--- config.mk ---
export PLATFORM = sky130hd
export DESIGN_NAME = shift_reg_sequencer
export DESIGN_NICKNAME = d
export VERILOG_FILES = /design/src/rtl/shift_seq_pkg.sv /design/src/rtl/shift_down_counter.sv /design/src/rtl/shift_reg_sequencer.sv
export SDC_FILE = /design/constraint.sdc
export NUM_CORES = 1
export LEC_CHECK = 0
export ABC_AREA = 1
export CORE_MARGIN = 2
export CORE_UTILIZATION = 46
export CTS_BUF_LIST = sky130_fd_sc_hd__clkbuf_4 sky130_fd_sc_hd__clkbuf_8
export DETAILED_ROUTE_END_ITERATION = 16
export GPL_TIMING_DRIVEN = 0
export PLACE_DENSITY = 0.92
export SYNTH_ARGS = -nofsm -noshare
export SYNTH_HDL_FRONTEND = slang
export SYNTH_SLANG_ARGS = --single-unit
export TNS_END_PERCENT = 100
--- constraint.sdc ---
create_clock -name clk -period 1.6 [get_ports clk]
set_input_delay 0.32 -clock clk [delete_from_list [all_inputs] [get_ports clk]]
set_output_delay 0.32 -clock clk [all_outputs]
set_load 0.05 [all_outputs]
--- src/rtl/shift_seq_pkg.sv ---
// Shared encodings for the shift-register command sequencer:
// command op codes, Shift_Register mode codes and FSM state encodings.
package shift_seq_pkg;

  localparam logic [1:0] OP_LOAD     = 2'b00;
  localparam logic [1:0] OP_SHL      = 2'b01;
  localparam logic [1:0] OP_SHR      = 2'b10;
  localparam logic [1:0] OP_LOAD_SHR = 2'b11;

  localparam logic [1:0] SR_HOLD = 2'b00;
  localparam logic [1:0] SR_SHL  = 2'b01;
  localparam logic [1:0] SR_SHR  = 2'b10;
  localparam logic [1:0] SR_LOAD = 2'b11;

  localparam logic [2:0] ST_IDLE   = 3'd0;
  localparam logic [2:0] ST_LOAD   = 3'd1;
  localparam logic [2:0] ST_SHIFT  = 3'd2;
  localparam logic [2:0] ST_SETTLE = 3'd3;
  localparam logic [2:0] ST_DONE   = 3'd4;

  function automatic logic is_right_op(input logic [1:0] op);
    return (op == OP_SHR) || (op == OP_LOAD_SHR);
  endfunction

endpackage

--- src/rtl/shift_down_counter.sv ---
// Loadable down-counter that counts the remaining shift cycles of a command.
// Saturates at zero; zero_o/one_o flag the terminal values for the FSM.
module shift_down_counter #(
  parameter int unsigned CNT_W = 4
) (
  input  logic             clk,
  input  logic             rst_n,
  input  logic             load_i,
  input  logic             dec_i,
  input  logic [CNT_W-1:0] value_i,
  output logic             zero_o,
  output logic             one_o
);

  logic [CNT_W-1:0] cnt_q, cnt_d;

  always_comb begin
    cnt_d = cnt_q;
    if (load_i) begin
      cnt_d = value_i;
    end else if (dec_i && (cnt_q != '0)) begin
      cnt_d = cnt_q - CNT_W'(1);
    end
  end

  always_ff @(posedge clk or negedge rst_n) begin
    if (!rst_n) begin
      cnt_q <= '0;
    end else begin
      cnt_q <= cnt_d;
    end
  end

  assign zero_o = (cnt_q == '0);
  assign one_o  = (cnt_q == CNT_W'(1));

endmodule

--- src/rtl/shift_reg_sequencer.sv ---
// Counted command sequencer driving the Shift_Register i/s/r pins one operation per clock,
// then capturing the register's parallel output as the command result.
module shift_reg_sequencer
  import shift_seq_pkg::*;
#(
  parameter int unsigned WIDTH = 8,
  parameter int unsigned CNT_W = 4
) (
  input  logic             clk,
  input  logic             reset,
  input  logic             cmd_valid,
  output logic             cmd_ready,
  input  logic [1:0]       cmd_op,
  input  logic [WIDTH-1:0] cmd_data,
  input  logic [CNT_W-1:0] cmd_count,
  input  logic             cmd_fill,
  output logic [WIDTH-1:0] sr_i,
  output logic [1:0]       sr_s,
  output logic             sr_r,
  input  logic [WIDTH-1:0] sr_o,
  output logic             busy,
  output logic             done,
  output logic [WIDTH-1:0] result
);

  logic [2:0]       state_q, state_d;
  logic [1:0]       op_q;
  logic             fill_q;
  logic             cmd_ready_q;
  logic             done_q;
  logic [WIDTH-1:0] result_q, result_d;
  logic [WIDTH-1:0] sr_i_q, sr_i_d;
  logic [1:0]       sr_s_q, sr_s_d;
  logic             sr_r_q, sr_r_d;

  logic             handshake;
  logic [CNT_W-1:0] cnt_clamped;
  logic             cnt_load, cnt_dec, cnt_zero, cnt_one;
  logic [1:0]       op_eff;
  logic             fill_eff;

  assign handshake   = cmd_valid && cmd_ready_q;
  assign cnt_clamped = (cmd_count > CNT_W'(WIDTH)) ? CNT_W'(WIDTH) : cmd_count;

  // Pin outputs are registered from the next state, so on the accepting edge the
  // op/fill registers are not yet loaded and the live command fields are used instead.
  assign op_eff   = (state_q == ST_IDLE) ? cmd_op   : op_q;
  assign fill_eff = (state_q == ST_IDLE) ? cmd_fill : fill_q;

  shift_down_counter #(
    .CNT_W (CNT_W)
  ) u_cnt (
    .clk     (clk),
    .rst_n   (reset),
    .load_i  (cnt_load),
    .dec_i   (cnt_dec),
    .value_i (cnt_clamped),
    .zero_o  (cnt_zero),
    .one_o   (cnt_one)
  );

  always_comb begin
    state_d  = state_q;
    cnt_load = 1'b0;
    cnt_dec  = 1'b0;
    case (state_q)
      ST_IDLE: begin
        if (handshake) begin
          cnt_load = 1'b1;
          if ((cmd_op == OP_LOAD) || (cmd_op == OP_LOAD_SHR)) begin
            state_d = ST_LOAD;
          end else if (cnt_clamped == '0) begin
            state_d = ST_SETTLE;
          end else begin
            state_d = ST_SHIFT;
          end
        end
      end
      ST_LOAD: begin
        state_d = ((op_q == OP_LOAD_SHR) && !cnt_zero) ? ST_SHIFT : ST_SETTLE;
      end
      ST_SHIFT: begin
        cnt_dec = 1'b1;
        if (cnt_one) begin
          state_d = ST_SETTLE;
        end
      end
      ST_SETTLE: state_d = ST_DONE;
      ST_DONE:   state_d = ST_IDLE;
      default:   state_d = ST_IDLE;
    endcase
  end

  always_comb begin
    sr_s_d = SR_HOLD;
    sr_i_d = '0;
    sr_r_d = 1'b0;
    case (state_d)
      ST_LOAD: begin
        sr_s_d = SR_LOAD;
        sr_i_d = cmd_data;
      end
      ST_SHIFT: begin
        if (is_right_op(op_eff)) begin
          sr_s_d = SR_SHR;
          sr_r_d = fill_eff;
        end else begin
          sr_s_d = SR_SHL;
        end
      end
      default: ;
    endcase
  end

  assign result_d = (state_q == ST_SETTLE) ? sr_o : result_q;

  always_ff @(posedge clk or negedge reset) begin
    if (!reset) begin
      state_q     <= ST_IDLE;
      op_q        <= OP_LOAD;
      fill_q      <= 1'b0;
      cmd_ready_q <= 1'b0;
      done_q      <= 1'b0;
      result_q    <= '0;
      sr_i_q      <= '0;
      sr_s_q      <= SR_HOLD;
      sr_r_q      <= 1'b0;
    end else begin
      state_q     <= state_d;
      cmd_ready_q <= (state_d == ST_IDLE);
      done_q      <= (state_d == ST_DONE);
      result_q    <= result_d;
      sr_i_q      <= sr_i_d;
      sr_s_q      <= sr_s_d;
      sr_r_q      <= sr_r_d;
      if (handshake) begin
        op_q   <= cmd_op;
        fill_q <= cmd_fill;
      end
    end
  end

  assign cmd_ready = cmd_ready_q;
  assign busy      = (state_q != ST_IDLE);
  assign done      = done_q;
  assign result    = result_q;
  assign sr_i      = sr_i_q;
  assign sr_s      = sr_s_q;
  assign sr_r      = sr_r_q;

endmodule
==> reports/results.ini, run 1 <==
[pwr]
power_frac_clock_pct = 16.0
vdd_drop_max_mv = 1.24
power_density_mw_per_mm2 = 1970
power_leakage_uw = 0.00110
p_sw_uw = 1840
seqPwrFrac_pct = 32.2
intPower_uw = 2060
p_sw_share_pct = 47.3
pwr-share-comb_pct = 51.8

[sta]
fmax_mhz = 653
hold_viol_final = 0
fin_hold_ws_ns = 0.0254
maxSlewViolCount = 0
fin_crit_sh_pct = 95.7
skew_ns = 0.00908
tightest_slew_ns = 0.668
fin_setup_tns_ns = 0
setup_viol = 0
max_slew_margin_pct = 55.5
fin_crit_ns = 1.53
grt_setup_unrepaired = no

[cells_and_area]
layout_commonest_cell = nand2_1
n_antenna_cell = 0
final_nets = 245
design_area_sq_mm = 0.00198
area_growth_syn_to_layout_pct = 41.2
drive_above_1_share_pct = 12.4
mostFrequentLayoutCells = nand2_1 (56), dfrtp_1 (30), clkdlybuf4s50_1 (24)
fill_cells = 264

[job]
cap_violations = 0

[worst_setup_path]
reg2reg_slack_ns = 0.26
cp.buffers_inverters = 1
cp_data_arrival_time_ns = 1.21
crit_slowest_cell = dlygate4sd2_1
start_kind = register
path_cells = dlygate4sd2_1
end_kind = primary output
crit_required_ns = 1.28
cp_slowest_stage_delay_ns = 0.53
reg2regPathDepth = 6
r2r-end = result[0]
cp_max_fo = 2
worstSetupPathType = register to primary output
crit_family = buffers and inverters
worstReg2RegStart = state_q[0]

[drt]
drc = 0
vias = 1143
first_pass_iters = 4
routed_wirelength_microns = 2510
wl_per_cell_microns = 10.1
antenna_left = 0
routed_via_density = 4.57
drt_iter0_markers = 46

[placed_design]
dp_hpwl_microns = 1890
portBuffers = 47
post_dp_cell_area_sq_mm = 0.00191
place_congestion = 0.814

[synthesis]
avgSynthCellArea_sq_um = 8.71
synth_top_family_by_area = simple AND/OR/NAND/NOR gates
synth-compound-area-share_pct = 4.46
synthMuxAreaShare_pct = 0
ys_ff_latch = 31
synth_xor_area_share_pct = 0.624
yosysUniqueCellTypes = 21
synth.net_count = 190
syn_inst = 161
synth_area_sq_mm = 0.00140
yosysSeqAreaShare_pct = 55.3
synthAdderAreaFrac_pct = 2.68
yosys.area_share.simple_pct = 31.0
yosys_warnings = 0

[global_route]
grtUsageTotal_pct = 16.7
grt_pass1_wl_microns = 4370
antenna_found_initial = 0
grt_pass1_vias = 1062
grt_max_degree = 32
grt.overflow.total = 0

[clocking]
cts_made_buffers = 5
cts_tree = done
htree_levels = 2
root_buffer = clkbuf_4
clk_pin_slew_ns = 0.10
cts.sinks = 31
cts_buffer_depth = 2
clock_latency_ns = 0.32
holdBufCountCts = 0

[floorplan]
dieArea_sq_mm = 0.00351
start_util_pct = 47.1
rows = 20
die_w_microns = 59.2
dieHeight_microns = 59.2
num_io_pins = 48
core-area_sq_mm = 0.00298

[min_path]
hold_class = input port to async pin

[status]
outcome = complete, no violations

[Yosys cell counts]
cell | number | area (sq um)
a21oi_1 | 1 | 5.00
a22oi_1 | 1 | 7.51
a31oi_1 | 1 | 6.26
dfrtp_1 | 31 | 776
ha_1 | 3 | 37.5
inv_1 | 20 | 75.1
inv_2 | 2 | 7.51
nand2_1 | 56 | 210
nand2_2 | 1 | 6.26
nand2_4 | 3 | 33.8
nand3_1 | 9 | 45.0
nand3_4 | 1 | 17.5
nand4_1 | 1 | 6.26
nor2_1 | 14 | 52.6
nor2_2 | 3 | 18.8
nor2_4 | 3 | 33.8
nor3_1 | 1 | 5.00
o21ai_0 | 7 | 35.0
o21ai_2 | 1 | 8.76
or2_2 | 1 | 6.26
xor2_1 | 1 | 8.76
[logic make-up after synthesis]
group | after synthesis
and+or+nand+nor | 93
DFF | 31
xor gates and xnor gates | 1
buffers and inverters | 22
adders and majority gates | 3
AOI/OAI and AO/OA | 11
[routing by layer]
metal,global-route usage [%],part of all wire [%]
met5,0,0
met1,20.7,44
met2,27.3,50
met4,4.87,0.48
met3,6.33,5.5
[cell type report]
cell class / instances / area, sq um / share of cell area [%]
flip-flops and latches: 31 / 777 / 39.2
inverters: 22 / 82.6 / 4.17
well taps: 33 / 41.3 / 2.08
multi-input cells: 108 / 544 / 27.5
clock buffers: 6 / 51.3 / 2.59
repair buffers: 48 / 449 / 22.7
clock inverters: 2 / 35.0 / 1.77
[timing repair]
item	in CTS	in global routing
buffers inserted	0	1
endpoints found under the setup margin	22	2
gates resized for setup	27	3
pin swaps	0	1
[registers in the layout, summed over array words and instances, names as in the netlist]
name,count
done,1
u_cnt.cnt_q,4
result,8
cmd_ready,1
state_q,3
sr_r,1
fill_q,1
sr_i,8
sr_s,2
op_q,2
[per-stage QoR]
step / worst slack [ns] / std cells / power, uW / utilization [%]
floorplan: 0.0531 / 161 / 2770 / -
global placement: -0.341 / 241 / 3390 / 64.3
detailed placement: -0.317 / 241 / 3430 / 64.3
CTS: 0.0251 / 249 / 3930 / 66.2
global route: 0.0116 / 250 / 4200 / 66.5
finish: 0.0689 / 250 / 3900 / 66.5
[power by group through the flow]
stage               logic [uW]  clock network (uW)  registers (uW)
floorplan                  855                   0            1920
global placement          2120                   0            1270
detailed placement        2150                   0            1280
CTS                       2020                 643            1260
global route              2230                 688            1290
finish                    2020                 624            1250
[worst max-delay path by stage]
| stage | slack (ns) | cells past startpoint | to | startpoint |
|---|---|---|---|---|
| 2_1_floorplan | 0.05 | 7 | sr_s[0] | cmd_ready |
| 3_3_place_gp | -0.34 | 1 | result[3] | reset |
| 3_5_place_dp | -0.32 | 1 | result[3] | reset |
| 4_1_cts | 0.03 | 1 | done | reset |
| 5_1_grt | 0.01 | 1 | cmd_ready | cmd_ready |
| 6_report | 0.07 | 1 | result[6] | result[6] |
(Power assumes the default switching activity.)
==> run 2: changes to the inputs <==
--- a/config.mk
+++ b/config.mk
@@ -7,12 +7,14 @@
 export LEC_CHECK = 0
 export ABC_AREA = 1
 export CORE_MARGIN = 2
-export CORE_UTILIZATION = 46
+export CORE_UTILIZATION = 47
 export CTS_BUF_LIST = sky130_fd_sc_hd__clkbuf_4 sky130_fd_sc_hd__clkbuf_8
+export CTS_CLUSTER_DIAMETER = 60
 export DETAILED_ROUTE_END_ITERATION = 16
 export GPL_TIMING_DRIVEN = 0
 export PLACE_DENSITY = 0.92
 export SYNTH_ARGS = -nofsm -noshare
 export SYNTH_HDL_FRONTEND = slang
+export SYNTH_HIERARCHICAL = 1
 export SYNTH_SLANG_ARGS = --single-unit
 export TNS_END_PERCENT = 100
==> run 2 against run 1 <==
Effect of this change: via count rose by 9.8%; die area increased by 4.1%; critical path type unchanged; largest cell class unchanged; register-to-register slack worse by 0.15 ns; fmax down 1.4%; sequential cell count stayed put; wire length is 13% higher; global-route usage grew 1.2 points; combinational power increased by 16%.
==> reports/results.ini, run 2 <==
[floorplan]
rows = 20  ; unchanged
core-area_sq_mm = 0.00305  ; was 0.00298 sq mm
dieArea_sq_mm = 0.00365  ; was 0.00351 sq mm
num_io_pins = 48  ; unchanged
dieHeight_microns = 60.4  ; was 59.2 microns
die_w_microns = 60.4  ; was 59.2 microns
start_util_pct = 49.0  ; was 47.1%

[synthesis]
synth_top_family_by_area = simple AND/OR/NAND/NOR gates  ; unchanged
yosys_warnings = 6  ; was 0
synth_xor_area_share_pct = 0  ; was 0.624%
synth_common_cells = nand2_1 (54), dfrtp_1 (31), inv_1 (24), nor2_1 (10), o21ai_0 (9)  ; was nand2_1 (56), dfrtp_1 (31), inv_1 (20), nor2_1 (14), nand3_1 (9)
yosysUniqueCellTypes = 22  ; was 21
synth-compound-area-share_pct = 4.68  ; was 4.46%
yosysTopAreaCell = dfrtp_1  ; unchanged
yosysSeqAreaShare_pct = 51.8  ; was 55.3%
avgSynthCellArea_sq_um = 8.45  ; was 8.71 sq um
synth_top_area_share_pct = 51.8  ; was 55.3%
yosys.area_share.simple_pct = 33.4  ; was 31.0%
synth.net_count = 205  ; was 190
ys.flop_type = dfrtp_1  ; unchanged
synthMuxAreaShare_pct = 0  ; unchanged
synth_edf_count = 0  ; unchanged
syn_inst = 177  ; was 161
synthAdderAreaFrac_pct = 1.67  ; was 2.68%
synthArstFlopShare_pct = 100  ; unchanged
yosysMostFrequentCell = nand2_1  ; unchanged
synth_top_cells_by_area = dfrtp_1 (52%), nand2_1 (14%), inv_1 (6.0%)  ; was dfrtp_1 (55%), nand2_1 (15%), inv_1 (5.4%)
synth_area_sq_mm = 0.00150  ; was 0.00140 sq mm
ys_ff_latch = 31  ; unchanged

[drt]
antenna_left = 0  ; unchanged
wl_per_cell_microns = 10.3  ; was 10.1 microns
drt_iter0_markers = 32  ; was 46
first_pass_iters = 4  ; unchanged
routed_via_density = 4.53  ; was 4.57
drc = 0  ; unchanged
routed_wirelength_microns = 2850  ; was 2510 microns
vias = 1255  ; was 1,143

[worst_setup_path]
crit_required_ns = 1.28  ; about the same
worstSetupPathType = register to primary output  ; unchanged
cp_max_fo = 1  ; was 2
crit_slowest_cell = clkdlybuf4s15_1  ; was dlygate4sd2_1
cp_data_arrival_time_ns = 1.23  ; was 1.21 ns
reg2reg_slack_ns = 0.11  ; was 0.26 ns
path_cells = clkdlybuf4s15_1  ; was dlygate4sd2_1
start_kind = register  ; unchanged
cp.buffers_inverters = 1  ; unchanged
crit_family = buffers and inverters  ; unchanged
cp_slowest_stage_delay_ns = 0.53  ; about the same
end_kind = primary output  ; unchanged

[sta]
fin_crit_ns = 1.55  ; was 1.53 ns
hold_viol_final = 0  ; unchanged
setup_viol = 0  ; unchanged
fmax_mhz = 644  ; was 653 MHz
layout_setup_ws_ns = 0.0477  ; was 0.0689 ns
maxSlewViolCount = 0  ; unchanged
grt_setup_unrepaired = no  ; unchanged
max_slew_margin_pct = 56.5  ; was 55.5%
tightest_slew_ns = 0.653  ; was 0.668 ns
fin_crit_sh_pct = 97.0  ; was 95.7%
skew_ns = 0.00760  ; was 0.00908 ns

[cells_and_area]
utilization_pct = 68.8  ; was 66.5%
layout_commonest_cell = nand2_1  ; unchanged
design_area_sq_mm = 0.00210  ; was 0.00198 sq mm
fin_cells = 277  ; was 250
drive_above_1_share_pct = 20.2  ; was 12.4%
mostFrequentLayoutCells = nand2_1 (54), dfrtp_1 (29), clkdlybuf4s50_1 (24)  ; was nand2_1 (56), dfrtp_1 (30), clkdlybuf4s50_1 (24)
area_growth_syn_to_layout_pct = 40.3  ; was 41.2%
n_antenna_cell = 0  ; unchanged
final_nets = 260  ; was 245

[clocking]
root_buffer = clkbuf_4  ; unchanged
clock_latency_ns = 0.34  ; was 0.32 ns
cts.sinks = 31  ; unchanged
cts_buffer_depth = 2  ; unchanged
cts_made_buffers = 5  ; unchanged
clk_pin_slew_ns = 0.10  ; about the same
cts_tree = done  ; unchanged
htree_levels = 2  ; unchanged

[global_route]
grt_pass1_wl_microns = 4710  ; was 4370 microns
grtUsageTotal_pct = 17.9  ; was 16.7%
antenna_found_initial = 0  ; unchanged
grt.overflow.total = 0  ; unchanged
grt_pass1_vias = 1147  ; was 1,062
grt_max_degree = 32  ; unchanged

[job]
cap_violations = 0  ; unchanged

[pwr]
power_density_mw_per_mm2 = 2030  ; was 1970 mW/mm^2
power_uw = 4260  ; was 3900 uW
power_leakage_uw = 0.00113  ; was 0.00110 uW
vdd_drop_max_mv = 0.851  ; was 1.24 mV

[status]
outcome = complete, no violations  ; unchanged

[placed_design]
portBuffers = 47  ; unchanged
place_congestion = 0.833  ; was 0.814
post_dp_cell_area_sq_mm = 0.00202  ; was 0.00191 sq mm
dp.cells = 268  ; was 241
dp_hpwl_microns = 2070  ; was 1890 microns
dp_slack_ns = -0.442  ; was -0.317 ns

[min_path]
hold_class = input port to async pin  ; unchanged

run 2: where the power goes:
part | internal (uW) | switching (uW)
Sequential | 1100 | 165
Combinational | 686 | 1670
Clock | 369 | 271
run 2: path summary, 6_finish.rpt:
path,from,to,depth (start not counted)
max in group asynchronous,reset,state_q[2],1
min in group clk,result[1],result[1],2
max reg2reg,u_cnt/cnt_q[0],sr_i[6],10
max,sr_r,sr_r,1
min,reset,sr_s[0],1
min reg2reg,result[1],result[1],2
run 2: logic make-up after synthesis:
logic type	count (synthesis)
AND/OR/NAND/NOR	98
buffers and inverters	33
flip-flops	31
AO/OA/AOI/OAI	13
adder cells (fa/ha/maj)	2
run 2: through the flow:
step | hold WS, ns | setup TNS [ns]
after floorplan | 0.0244 | 0
after global placement | 0.454 | -11.14
after detailed placement | 0.459 | -12.49
after CTS | 0.440 | -0.0980
after global routing | 0.0422 | 0
final | 0.00610 | 0
run 2: final cells by class:
type / count / area (sq um)
fillers: 264 / 953
flip-flops and latches: 31 / 778
multi-input cells: 114 / 614
repair buffers: 47 / 440
inverters: 31 / 116
well taps: 44 / 55.1
clock buffers: 6 / 51.3
clock inverters: 2 / 35.0
plain buffers: 2 / 8.76
run 2: metal layers:
layer / wire, microns / track usage (%)
met1: 1240 / 21.1
met2: 1370 / 29.2
met3: 192 / 5.54
met4: 49 / 10.2
met5: 0 / 0
run 2: timing repair:
item	4_1_cts	5_1_grt
gates resized for setup	25	12
hold buffers	0	0
cloned	0	1
endpoints found under the setup margin	23	14
pin swaps	0	3
setup buffers	0	0
